--- src/rtl/button_pkg.sv ---
// button_pkg: shared arbiter state encoding and synchronizer depth
package button_pkg;
  localparam int SYNC_STAGES = 2;
  typedef enum logic {IDLE, PRESENT} state_t;
endpackage

--- src/rtl/btn_press_pulse.sv ---
// btn_press_pulse: two-flop synchronizer plus rising-edge press detector, armed only after a post-reset low
module btn_press_pulse
  import button_pkg::*;
(
  input  logic clk,
  input  logic rst,
  input  logic d,
  output logic pulse
);
  logic [SYNC_STAGES-1:0] sync;
  logic [SYNC_STAGES-1:0] vld;
  logic prev;
  logic arm;
  always_ff @(posedge clk or posedge rst) begin
    if (rst) begin
      sync <= '0;
      vld  <= '0;
      prev <= 1'b0;
      arm  <= 1'b0;
    end else begin
      sync <= {sync[SYNC_STAGES-2:0], d};
      vld  <= {vld[SYNC_STAGES-2:0], 1'b1};
      prev <= sync[SYNC_STAGES-1];
      arm  <= arm | (vld[SYNC_STAGES-1] & ~sync[SYNC_STAGES-1]);
    end
  end
  assign pulse = sync[SYNC_STAGES-1] & ~prev & arm;
endmodule

--- src/rtl/button_cmd_arbiter.sv ---
// button_cmd_arbiter: round-robin arbiter turning button presses into a valid/ready command stream
module button_cmd_arbiter
  import button_pkg::*;
#(
  parameter int NUM_BTN = 4,
  parameter int ID_W    = $clog2(NUM_BTN)
) (
  input  logic               clk,
  input  logic               rst,
  input  logic [NUM_BTN-1:0] btn,
  output logic               cmd_valid,
  output logic [ID_W-1:0]    cmd_id,
  input  logic               cmd_ready,
  output logic [NUM_BTN-1:0] drop
);
  logic [NUM_BTN-1:0] press;
  logic [NUM_BTN-1:0] pending;
  logic [NUM_BTN-1:0] clr;
  logic [ID_W-1:0]    last_grant;
  logic [ID_W-1:0]    win;
  logic [ID_W-1:0]    idx;
  logic               grant;
  state_t             state;
  state_t             state_nxt;
  genvar i;
  generate
    for (i = 0; i < NUM_BTN; i++) begin : g_btn
      btn_press_pulse u_pp (
        .clk   (clk),
        .rst   (rst),
        .d     (btn[i]),
        .pulse (press[i])
      );
    end
  endgenerate
  always_comb begin
    win = '0;
    idx = '0;
    for (int o = NUM_BTN; o >= 1; o--) begin
      idx = ID_W'((int'(last_grant) + o) % NUM_BTN);
      win = pending[idx] ? idx : win;
    end
  end
  assign grant     = (state == IDLE) && |pending;
  assign clr       = grant ? (NUM_BTN'(1) << win) : '0;
  assign drop      = press & pending & ~clr;
  assign cmd_valid = (state == PRESENT);
  always_comb begin
    state_nxt = state;
    state_nxt = grant ? PRESENT : (state == PRESENT && cmd_ready) ? IDLE : state;
  end
  always_ff @(posedge clk or posedge rst) begin
    if (rst) begin
      state      <= IDLE;
      pending    <= '0;
      last_grant <= ID_W'(NUM_BTN - 1);
      cmd_id     <= '0;
    end else begin
      state   <= state_nxt;
      pending <= (pending & ~clr) | press;
      if (grant) begin
        cmd_id     <= win;
        last_grant <= win;
      end
    end
  end
endmodule

--- config.mk ---
export PLATFORM = sky130hd
export DESIGN_NAME = button_cmd_arbiter
export DESIGN_NICKNAME = d
export VERILOG_FILES = /design/src/rtl/button_pkg.sv /design/src/rtl/btn_press_pulse.sv /design/src/rtl/button_cmd_arbiter.sv
export SDC_FILE = /design/constraint.sdc
export NUM_CORES = 1
export LEC_CHECK = 0
export ABC_AREA = 1
export BUFFER_PORTS_ARGS = -buffer_cell sky130_fd_sc_hd__buf_2
export CAP_MARGIN = 10
export CORE_ASPECT_RATIO = 0.7
export CORE_MARGIN = 1.5
export CORE_UTILIZATION = 47
export DETAILED_ROUTE_END_ITERATION = 8
export GPL_ROUTABILITY_DRIVEN = 1
export PLACE_DENSITY = 0.8
export SLEW_MARGIN = 40
export SYNTH_ARGS = -nofsm -noshare
export SYNTH_HDL_FRONTEND = slang
export SYNTH_SLANG_ARGS = --single-unit
--- constraint.sdc ---
create_clock -name clk -period 1.8 [get_ports clk]
set_clock_uncertainty 0.15 [all_clocks]
set_input_delay 0.18 -clock clk [delete_from_list [all_inputs] [get_ports clk]]
set_output_delay 0.18 -clock clk [all_outputs]
set_load 0.1 [all_outputs]
==> flow_summary.json, run 1 <==
{
  "die_width_um": 65.3,
  "drc": 0,
  "clk_latency_ns": 0.27,
  "synth-warning-count": 0,
  "synth_edf_count": 0,
  "netlist_top_cells_area": "dfrtp_1 49%, nand2_1 11%, inv_1 6.2%",
  "synth_top_area_share_pct": 48.9,
  "wirelength_um": 2940,
  "drv_slew": 0,
  "ys_ff_latch": 27,
  "drive_above_1_share_pct": 52.4,
  "clock_path_buffers": 2,
  "cap_violations": 0,
  "syn_area_sq_um": 1280,
  "die_h_um": 46.6,
  "pin_count": 14,
  "synthDistinctLibCells": 23,
  "wire_per_inst_um": 13.1,
  "vias_per_cell": 4.84,
  "cp.arrival_ns": 2.05,
  "antenna_found_initial": 0,
  "worst_slack_ns": -0.585,
  "placed_cells_incl_taps": 210,
  "n_antenna_cell": 0,
  "ys_seq_area_share_pct": 53.0,
  "h-tree-depth": 1,
  "synth_top_flop_cell": "dfrtp_1",
  "clkSinkCount": 27,
  "grt_usage_pct": 22.1,
  "crit_path_start_kind": "register",
  "nFillCells": 184,
  "crit_path_max_fanout": 6,
  "dr.pass1.iters": 4,
  "layout_commonest_cell": "buf_4",
  "status": "finished, violations left",
  "violations": "setup timing",
  "clk_pin_slew_ns": 0.09,
  "rows": 15,
  "portBuffers": 13,
  "yosys.area.top_type": "dfrtp_1",
  "syn_inst": 140,
  "async_reset_ff_share_pct": 100,
  "final_cell_mix": "27 x buf_4, 25 x nand2_1, 24 x nand2_2, 24 x dfrtp_1, 18 x inv_1",
  "dp_hpwl_um": 2040,
  "nets": 199,
  "rsz0062_at_grt": "yes",
  "place_area_sq_um": 1650,
  "design_area_sq_um": 1880,
  "cts_tree": "built",
  "hp-class": "reg -> reg",
  "overflow": 0,
  "die_area_sq_um": 3050,
  "finalSetupViolCount": 11,
  "holdCritStartpoint": "g_btn[1].u_pp.sync[0]",
  "synth.avg_cell_area_sq_um": 9.13,
  "area_delta_synth_final_pct": 46.9,
  "cp-end-kind": "primary output",
  "hold_viol": 0,
  "drt_iter0_markers": 80,
  "grt_pass1_vias": 1087,
  "syn-num-nets": 147,
  "cts_root_buf": "clkbuf_8",
  "finalCriticalPeriod_ns": 2.38,
  "pre_cts_slack_ns": -0.282,
  "startpoint": "last_grant[0]",
  "timing.final.crit_share_pct": 132,
  "gp_congestion": 0.901,
  "grt_pass1_wl_um": 4860,
  "core_area_sq_um": 2510,
  "start_util_pct": 50.8,
  "r2r_start": "last_grant[0]",
  "via_count": 1090,
  "final_cells": 225,
  "fmax_mhz": 419,
  "crit_type": "reg -> out",
  "grt_max_degree": 28,
  "ant_nets": 0,
  "numCtsBuffers": 3,
  "worstPathRequired_ns": 1.47
}
-- per-layer routing --
metal	share of wire [%]	track usage, %
met5	0	0
met4	1.7	7.08
met3	6.9	8.31
met2	48	38.0
met1	43	26.2
-- logic make-up (layout without fill, tap and decap cells) --
kind of cell    count (synthesis)  count (layout)  synth area share, %
buf+inv                        25              76                 9.59
compound gates                 13              13                 6.56
simple gates                   74              74                 30.5
other cells                     1               1                0.293
flops                          27              27                 53.0
-- critical path: stages (launching register included) --
cell        delay, ns
dfstp_2          0.64
nand2_1          0.12
nand2_4          0.10
nand2_2          0.05
nand2_2          0.07
nand2_2          0.08
nand2_2          0.08
nand2_4          0.07
nand2_4          0.11
nand3_2          0.10
nand2_2          0.09
clkinvlp_4       0.09
buf_12           0.17
-- cell type report --
class,count,area [sq um],area share [%]
clock buffers,3,41.3,2.20
clock inverters,1,7.51,0.400
inverters,23,98.8,5.26
multi-input cells,88,587,31.2
flip-flops and latches,27,679,36.2
well taps,34,42.5,2.27
repair buffers,49,422,22.5
-- worst paths after layout --
kind	end	slack (ns)	cells past startpoint
max in group asynchronous	last_grant[0]	0.86	4
max reg2reg	pending[2]	-0.23	10
max	drop[3]	-0.58	12
min	g_btn[1].u_pp.sync[1]	0.20	0
min reg2reg	g_btn[1].u_pp.sync[1]	0.20	0
min in group asynchronous	g_btn[2].u_pp.sync[0]	0.35	4
-- what timing repair did --
action,CTS,global route
setup buffers,4,1
gates cloned,0,0
setup endpoints to repair,8,12
pin swaps,2,5
resized for setup,19,6
endpoints found under the hold margin,30,0
hold buffers,6,0
-- cell usage after synthesis, types with 2 or more instances --
master    number
a21oi_1        4
dfrtp_1       25
dfstp_2        2
inv_1         21
nand2_1       39
nand2_2       11
nand2_4        4
nand3_1        4
nand3_2        4
nand3b_1       2
nand4_1        2
nor2_1         2
nor2_2         4
nor3_1         2
o21ai_0        3
o21ai_1        2
o21bai_1       3
-- registers in the layout, indices dropped and copies added, names as in the netlist --
signal and cells:
g_btn.u_pp.prev 4, pending 4, g_btn.u_pp.arm 4, g_btn.u_pp.vld 2, cmd_valid 1, last_grant 2, cmd_id 2, g_btn.u_pp.sync 8
-- stage by stage --
stage / hold WS, ns / util (%) / TNS, ns
floorplan: 0.0614 / - / -1.63
global placement: 0.0891 / 65.6 / -0.868
detailed placement: 0.107 / 65.6 / -1.15
CTS: 0.206 / 73.8 / -2.45
global route: 0.208 / 74.7 / -4.00
finish: 0.203 / 74.7 / -3.04
Power of run 1 is left out: the tool's default activity adds up to more than one toggle a clock period on the data nets, which glitch-free logic cannot reach.
==> inputs of run 2 (changes only) <==
MAX_ROUTING_LAYER = met4   (was not set)
==> run 2 against run 1 <==
Net effect:
- first-iteration DRC count rose by 15%
- the run still ends with setup timing left
- sequential share of layout area did not move
- critical path type unchanged
- clock-buffer cell count did not move
- global-route usage rose by 0.75 points
- register-to-register slack barely moved
- fmax barely moved
- core utilization did not move
- cell area did not move
- worst hold slack improved by 0.0017 ns
- non-clock buffer count did not move
==> flow_summary.json, run 2 (same netlist as run 1, synthesis figures left out) <==
{
  "status": "finished, violations left",
  "violations": "setup timing",
  "finalCriticalPeriod_ns": 2.38,
  "crit_path_start_kind": "register",
  "layout_commonest_cell": "buf_4",
  "numCtsBuffers": 3,
  "hold_viol": 0,
  "regArea_sq_um": 679,
  "cap_violations": 0,
  "nets": 199,
  "clk_latency_ns": 0.27,
  "worst_r2r_path_depth": 10,
  "slowest_stage": "dfstp_2",
  "rows": 15,
  "whs_path_depth": 0,
  "finalSetupViolCount": 11,
  "dr.pass1.iters": 4,
  "grt_pass1_vias": 1080,
  "min_to": "g_btn[1].u_pp.sync[1]",
  "clk_pin_slew_ns": 0.09,
  "fmax_mhz": 419,
  "max_stage_delay_ns": 0.64,
  "n_antenna_cell": 0,
  "grt_usage_pct": 22.8,
  "clkSinkCount": 27,
  "dp_hpwl_um": 2040,
  "crit_path_max_fanout": 6,
  "vias_per_cell": 4.80,
  "cpMostUsedCell": "nand2_2",
  "via_count": 1080,
  "cp.arrival_ns": 2.05,
  "hp-class": "reg -> reg",
  "wirelength_um": 2940,
  "drc": 0,
  "holdCritStartpoint": "g_btn[1].u_pp.sync[0]",
  "multi_input_area_sq_um": 587,
  "rsz0062_at_grt": "yes",
  "core_area_sq_um": 2510,
  "antenna_found_initial": 0,
  "pin_count": 14,
  "nFillCells": 184,
  "start_util_pct": 50.8,
  "drive_above_1_share_pct": 52.4,
  "portBuffers": 13,
  "die_width_um": 65.3,
  "r2r_slack_ns": -0.23,
  "grt_max_degree": 28,
  "cp-end-kind": "primary output",
  "overflow": 0,
  "critPathTopFamily": "simple AND/OR/NAND/NOR gates",
  "holdWs_ns": 0.205,
  "place_area_sq_um": 1650,
  "h-tree-depth": 1,
  "final_cell_mix": "27 x buf_4, 25 x nand2_1, 24 x nand2_2, 24 x dfrtp_1, 18 x inv_1",
  "worstPathRequired_ns": 1.47,
  "area_delta_synth_final_pct": 46.9,
  "regMostFlops": "g_btn.u_pp.sync",
  "gp_congestion": 0.917,
  "crit_type": "reg -> out",
  "grt_pass1_wl_um": 4880,
  "die_h_um": 46.6,
  "largest_reg_flops": 8,
  "drt_iter0_markers": 92,
  "die_area_sq_um": 3050,
  "crit_buf_inv": 2,
  "drv_slew": 0,
  "regToRegEndpoint": "pending[2]",
  "worst_slack_ns": -0.585,
  "design_area_sq_um": 1880,
  "timing.final.crit_share_pct": 132,
  "wire_per_inst_um": 13.1,
  "crit_chain": "nand2_1 > nand2_4 > nand2_2 > nand2_2 > nand2_2 > nand2_2 > nand2_4 > nand2_4 > nand3_2 > nand2_2 > clkinvlp_4 > buf_12",
  "clock_path_buffers": 2,
  "r2r_start": "last_grant[0]",
  "cts_tree": "built",
  "cts_root_buf": "clkbuf_8",
  "ant_nets": 0
}
==> run 2: cell counts in the layout (fill, tap and decap cells not counted) <==
Identical to the previous run, type by type.
==> run 2: area by class of cell <==
cell class / count / area share [%]
inverters: 23 / 5.26
well taps: 34 / 2.27
repair buffers: 49 / 22.5
clock inverters: 1 / 0.400
clock buffers: 3 / 2.20
multi-input cells: 88 / 31.2
flip-flops and latches: 27 / 36.2
==> run 2: worst max path at each step <==
| stage | start | to | slack [ns] | cells after the start |
|---|---|---|---|---|
| final | last_grant[0] | drop[3] | -0.58 | 12 |
| after global routing | last_grant[0] | drop[3] | -0.66 | 12 |
| after CTS | last_grant[0] | drop[3] | -0.54 | 12 |
| after detailed placement | last_grant[0] | drop[1] | -0.28 | 12 |
| after global placement | last_grant[0] | drop[1] | -0.23 | 12 |
| after floorplan | last_grant[0] | drop[0] | -0.43 | 12 |
==> run 2: worst register-to-register path, delay by kind of cell (launching register included) <==
| family | cells | cell delay, ns |
|---|---|---|
| buf+inv | 2 | 0.22 |
| simple gates | 7 | 0.70 |
| compound gates | 1 | 0.21 |
| flops | 1 | 0.64 |
==> run 2: layer usage <==
metal,GRT usage [%],vias up,share of wire (%)
li1,-,532,-
met1,26.4,507,43
met2,38.0,33,48
met3,8.31,8,7.1
met4,7.08,0,1.5
met5,-,-,0
==> run 2: per-stage QoR <==
| step | cells | setup slack (ns) | TNS (ns) | util (%) |
|---|---|---|---|---|
| 2_1_floorplan | 140 | -0.433 | -1.63 | - |
| 3_3_place_gp | 210 | -0.232 | -0.868 | 65.6 |
| 3_5_place_dp | 210 | -0.282 | -1.15 | 65.6 |
| 4_1_cts | 224 | -0.544 | -2.45 | 73.8 |
| 5_1_grt | 225 | -0.659 | -3.99 | 74.7 |
| 6_report | 225 | -0.585 | -3.03 | 74.7 |
==> run 2: repair_timing <==
| action | in CTS | in global routing |
|---|---|---|
| hold buffers | 6 | 0 |
| gates resized for setup | 19 | 6 |
| endpoints found under the hold margin | 30 | 0 |
| setup buffers | 4 | 1 |
| setup endpoints to repair | 8 | 12 |
| pin swaps | 2 | 5 |
Power of run 2 is left out for the same reason.
==> inputs of run 3 (changes only) <==
ABC_AREA = not set   (was 1)
PLACE_DENSITY = 0.81   (was 0.8)
SETUP_SLACK_MARGIN = 0.05   (was not set)
==> run 3 against run 2 <==
Net effect:
- the run still ends with setup timing left
- core utilization is 2.6 points lower
- sequential cell count stayed put
- area after synthesis fell by 16%
==> flow_summary.json, run 3 <==
{
  "layout_commonest_cell": "dfrtp_1",
  "nets": 137,
  "timing.final.crit_share_pct": 128,
  "synth_top_area_share_pct": 58.3,
  "h-tree-depth": 1,
  "via_count": 851,
  "multi_input_area_sq_um": 429,
  "die_h_um": 43.0,
  "clock_path_buffers": 2,
  "netlist_top_cells_area": "dfrtp_1 58%, a21o_1 5.6%, dfstp_2 4.9%",
  "cts_root_buf": "clkbuf_4",
  "cp.arrival_ns": 1.97,
  "area_delta_synth_final_pct": 44.9,
  "portBuffers": 13,
  "violations": "setup timing",
  "wirelength_um": 2430,
  "synth_top_flop_cell": "dfrtp_1",
  "synth.avg_cell_area_sq_um": 12.0,
  "yosysMostFrequentCell": "dfrtp_1",
  "powerDensity_nw_per_um2": 1960,
  "rows": 14,
  "cts_tree": "built",
  "dr.pass1.iters": 4,
  "crit_path_start_kind": "register",
  "regMostFlops": "g_btn.u_pp.sync",
  "yosys.area.top_type": "dfrtp_1",
  "ys_ff_latch": 27,
  "crit_type": "reg -> out",
  "place_area_sq_um": 1330,
  "numCtsBuffers": 3,
  "pre_cts_slack_ns": -0.125,
  "synth-warning-count": 0,
  "drv_slew": 0,
  "pin_count": 14,
  "design_area_sq_um": 1550,
  "wire_per_inst_um": 15.1,
  "clk_pin_slew_ns": 0.15,
  "dp_hpwl_um": 1460,
  "async_reset_ff_share_pct": 100,
  "grt_usage_pct": 21.1,
  "synthTopCellsByCount": "25 x dfrtp_1, 13 x nor2_1, 8 x a21o_1",
  "drive_above_1_share_pct": 41.1,
  "clkSinkCount": 27,
  "max_stage_delay_ns": 0.59,
  "worst_slack_ns": -0.501,
  "core_area_sq_um": 2150,
  "die_area_sq_um": 2580,
  "gp_congestion": 0.879,
  "hp-class": "reg -> reg",
  "p_leak_nw": 0.710,
  "final_cells": 161,
  "ys_seq_area_share_pct": 63.2,
  "regArea_sq_um": 684,
  "grt_pass1_vias": 813,
  "largest_reg_flops": 8,
  "vias_per_cell": 5.29,
  "ant_nets": 0,
  "grt_pass1_wl_um": 3790,
  "n_antenna_cell": 0,
  "slowest_stage": "dfstp_2",
  "holdWs_ns": 0.219,
  "crit_path_max_fanout": 3,
  "hold_viol": 0,
  "clk_latency_ns": 0.33,
  "worstPathRequired_ns": 1.47,
  "cp-end-kind": "primary output",
  "fmax_mhz": 435,
  "drt_iter0_markers": 36,
  "antenna_found_initial": 0,
  "syn_inst": 89,
  "finalSetupViolCount": 6,
  "placed_cells_incl_taps": 145,
  "start_util_pct": 49.8,
  "final_cell_mix": "22 x dfrtp_1, 13 x nor2_1, 12 x buf_4",
  "drc": 0,
  "overflow": 0,
  "cap_violations": 0,
  "rsz0062_at_grt": "yes",
  "finalCriticalPeriod_ns": 2.30,
  "setup-tns-final_ns": -1.89,
  "die_width_um": 60.1,
  "status": "finished, violations left",
  "irDropWorstVdd_mv": 1.08,
  "grt_max_degree": 28,
  "syn-num-nets": 96,
  "synth_edf_count": 0,
  "syn_area_sq_um": 1070,
  "crit_chain": "nand2b_4 > a311oi_4 > and2_4 > a2111oi_4 > buf_12",
  "synthDistinctLibCells": 25,
  "nFillCells": 138
}
-- run 3: cell count changes after synthesis, sizes merged, moves of 3 or more --
cell | before | now
a21o | 0 | 8
inv | 23 | 7
nand2 | 54 | 5
nand2b | 0 | 4
nand3 | 8 | 1
nor2 | 6 | 13
o21ai | 5 | 2
o21bai | 3 | 0
-- run 3: kinds of logic after synthesis --
family,synth area share [%]
DFF,63.2
buffers and inverters,3.50
and+or+nand+nor,14.4
other,0.350
AOI/OAI and AO/OA,18.6
-- run 3: area by class of cell --
type / instances / share of cell area, %
Tap cell: 32 / 2.58
Timing Repair Buffer: 37 / 22.1
Clock inverter: 1 / 0.564
Clock buffer: 3 / 1.45
Sequential cell: 27 / 44.0
Multi-Input combinational cell: 54 / 27.6
Inverter: 7 / 1.69
-- run 3: where the power goes --
group	switching, W	internal (W)	leakage (nW)
Clock	0.000192	0.0000908	0.0183
Combinational	0.00102	0.000842	0.399
Sequential	0.000149	0.000750	0.293
-- run 3: critical path: cells and delay by family, from the launching register on --
family          cells  cell delay (ns)
compound gates      2             0.50
simple gates        2             0.33
buf+inv             1             0.22
flops               1             0.59
-- run 3: worst paths after layout --
check	from	to	slack (ns)	cells after the start
worst max-delay path	last_grant[0]	drop[3]	-0.50	5
worst min-delay path	g_btn[1].u_pp.sync[0]	g_btn[1].u_pp.sync[1]	0.22	0
worst max register to register	pending[1]	pending[1]	-0.02	7
worst min register to register	g_btn[1].u_pp.sync[0]	g_btn[1].u_pp.sync[1]	0.22	0
max in group asynchronous	rst	last_grant[0]	0.93	4
min in group asynchronous	rst	pending[3]	0.26	4
-- run 3: routing by layer --
layer / global-route usage [%] / part of all wire [%]
met3: 6.71 / 6.2
met5: - / 0
met1: 26.7 / 42
met4: 3.11 / 0.95
met2: 34.1 / 50
-- run 3: timing repair --
item | 4_1_cts | 5_1_grt
hold endpoints to repair | 30 | 0
resized for setup | 9 | 9
hold buffers | 6 | 0
setup buffers | 5 | 1
pin swaps | 6 | 4
setup endpoints to repair | 5 | 8
-- run 3: metrics by stage --
stage,total power [W],utilization (%)
5_1_grt,0.00317,72.1
6_report,0.00304,72.1
2_1_floorplan,0.00183,-
4_1_cts,0.00281,69.5
3_3_place_gp,0.00226,61.8
3_5_place_dp,0.00231,61.8
No activity file was read; power rests on OpenSTA's default activity.
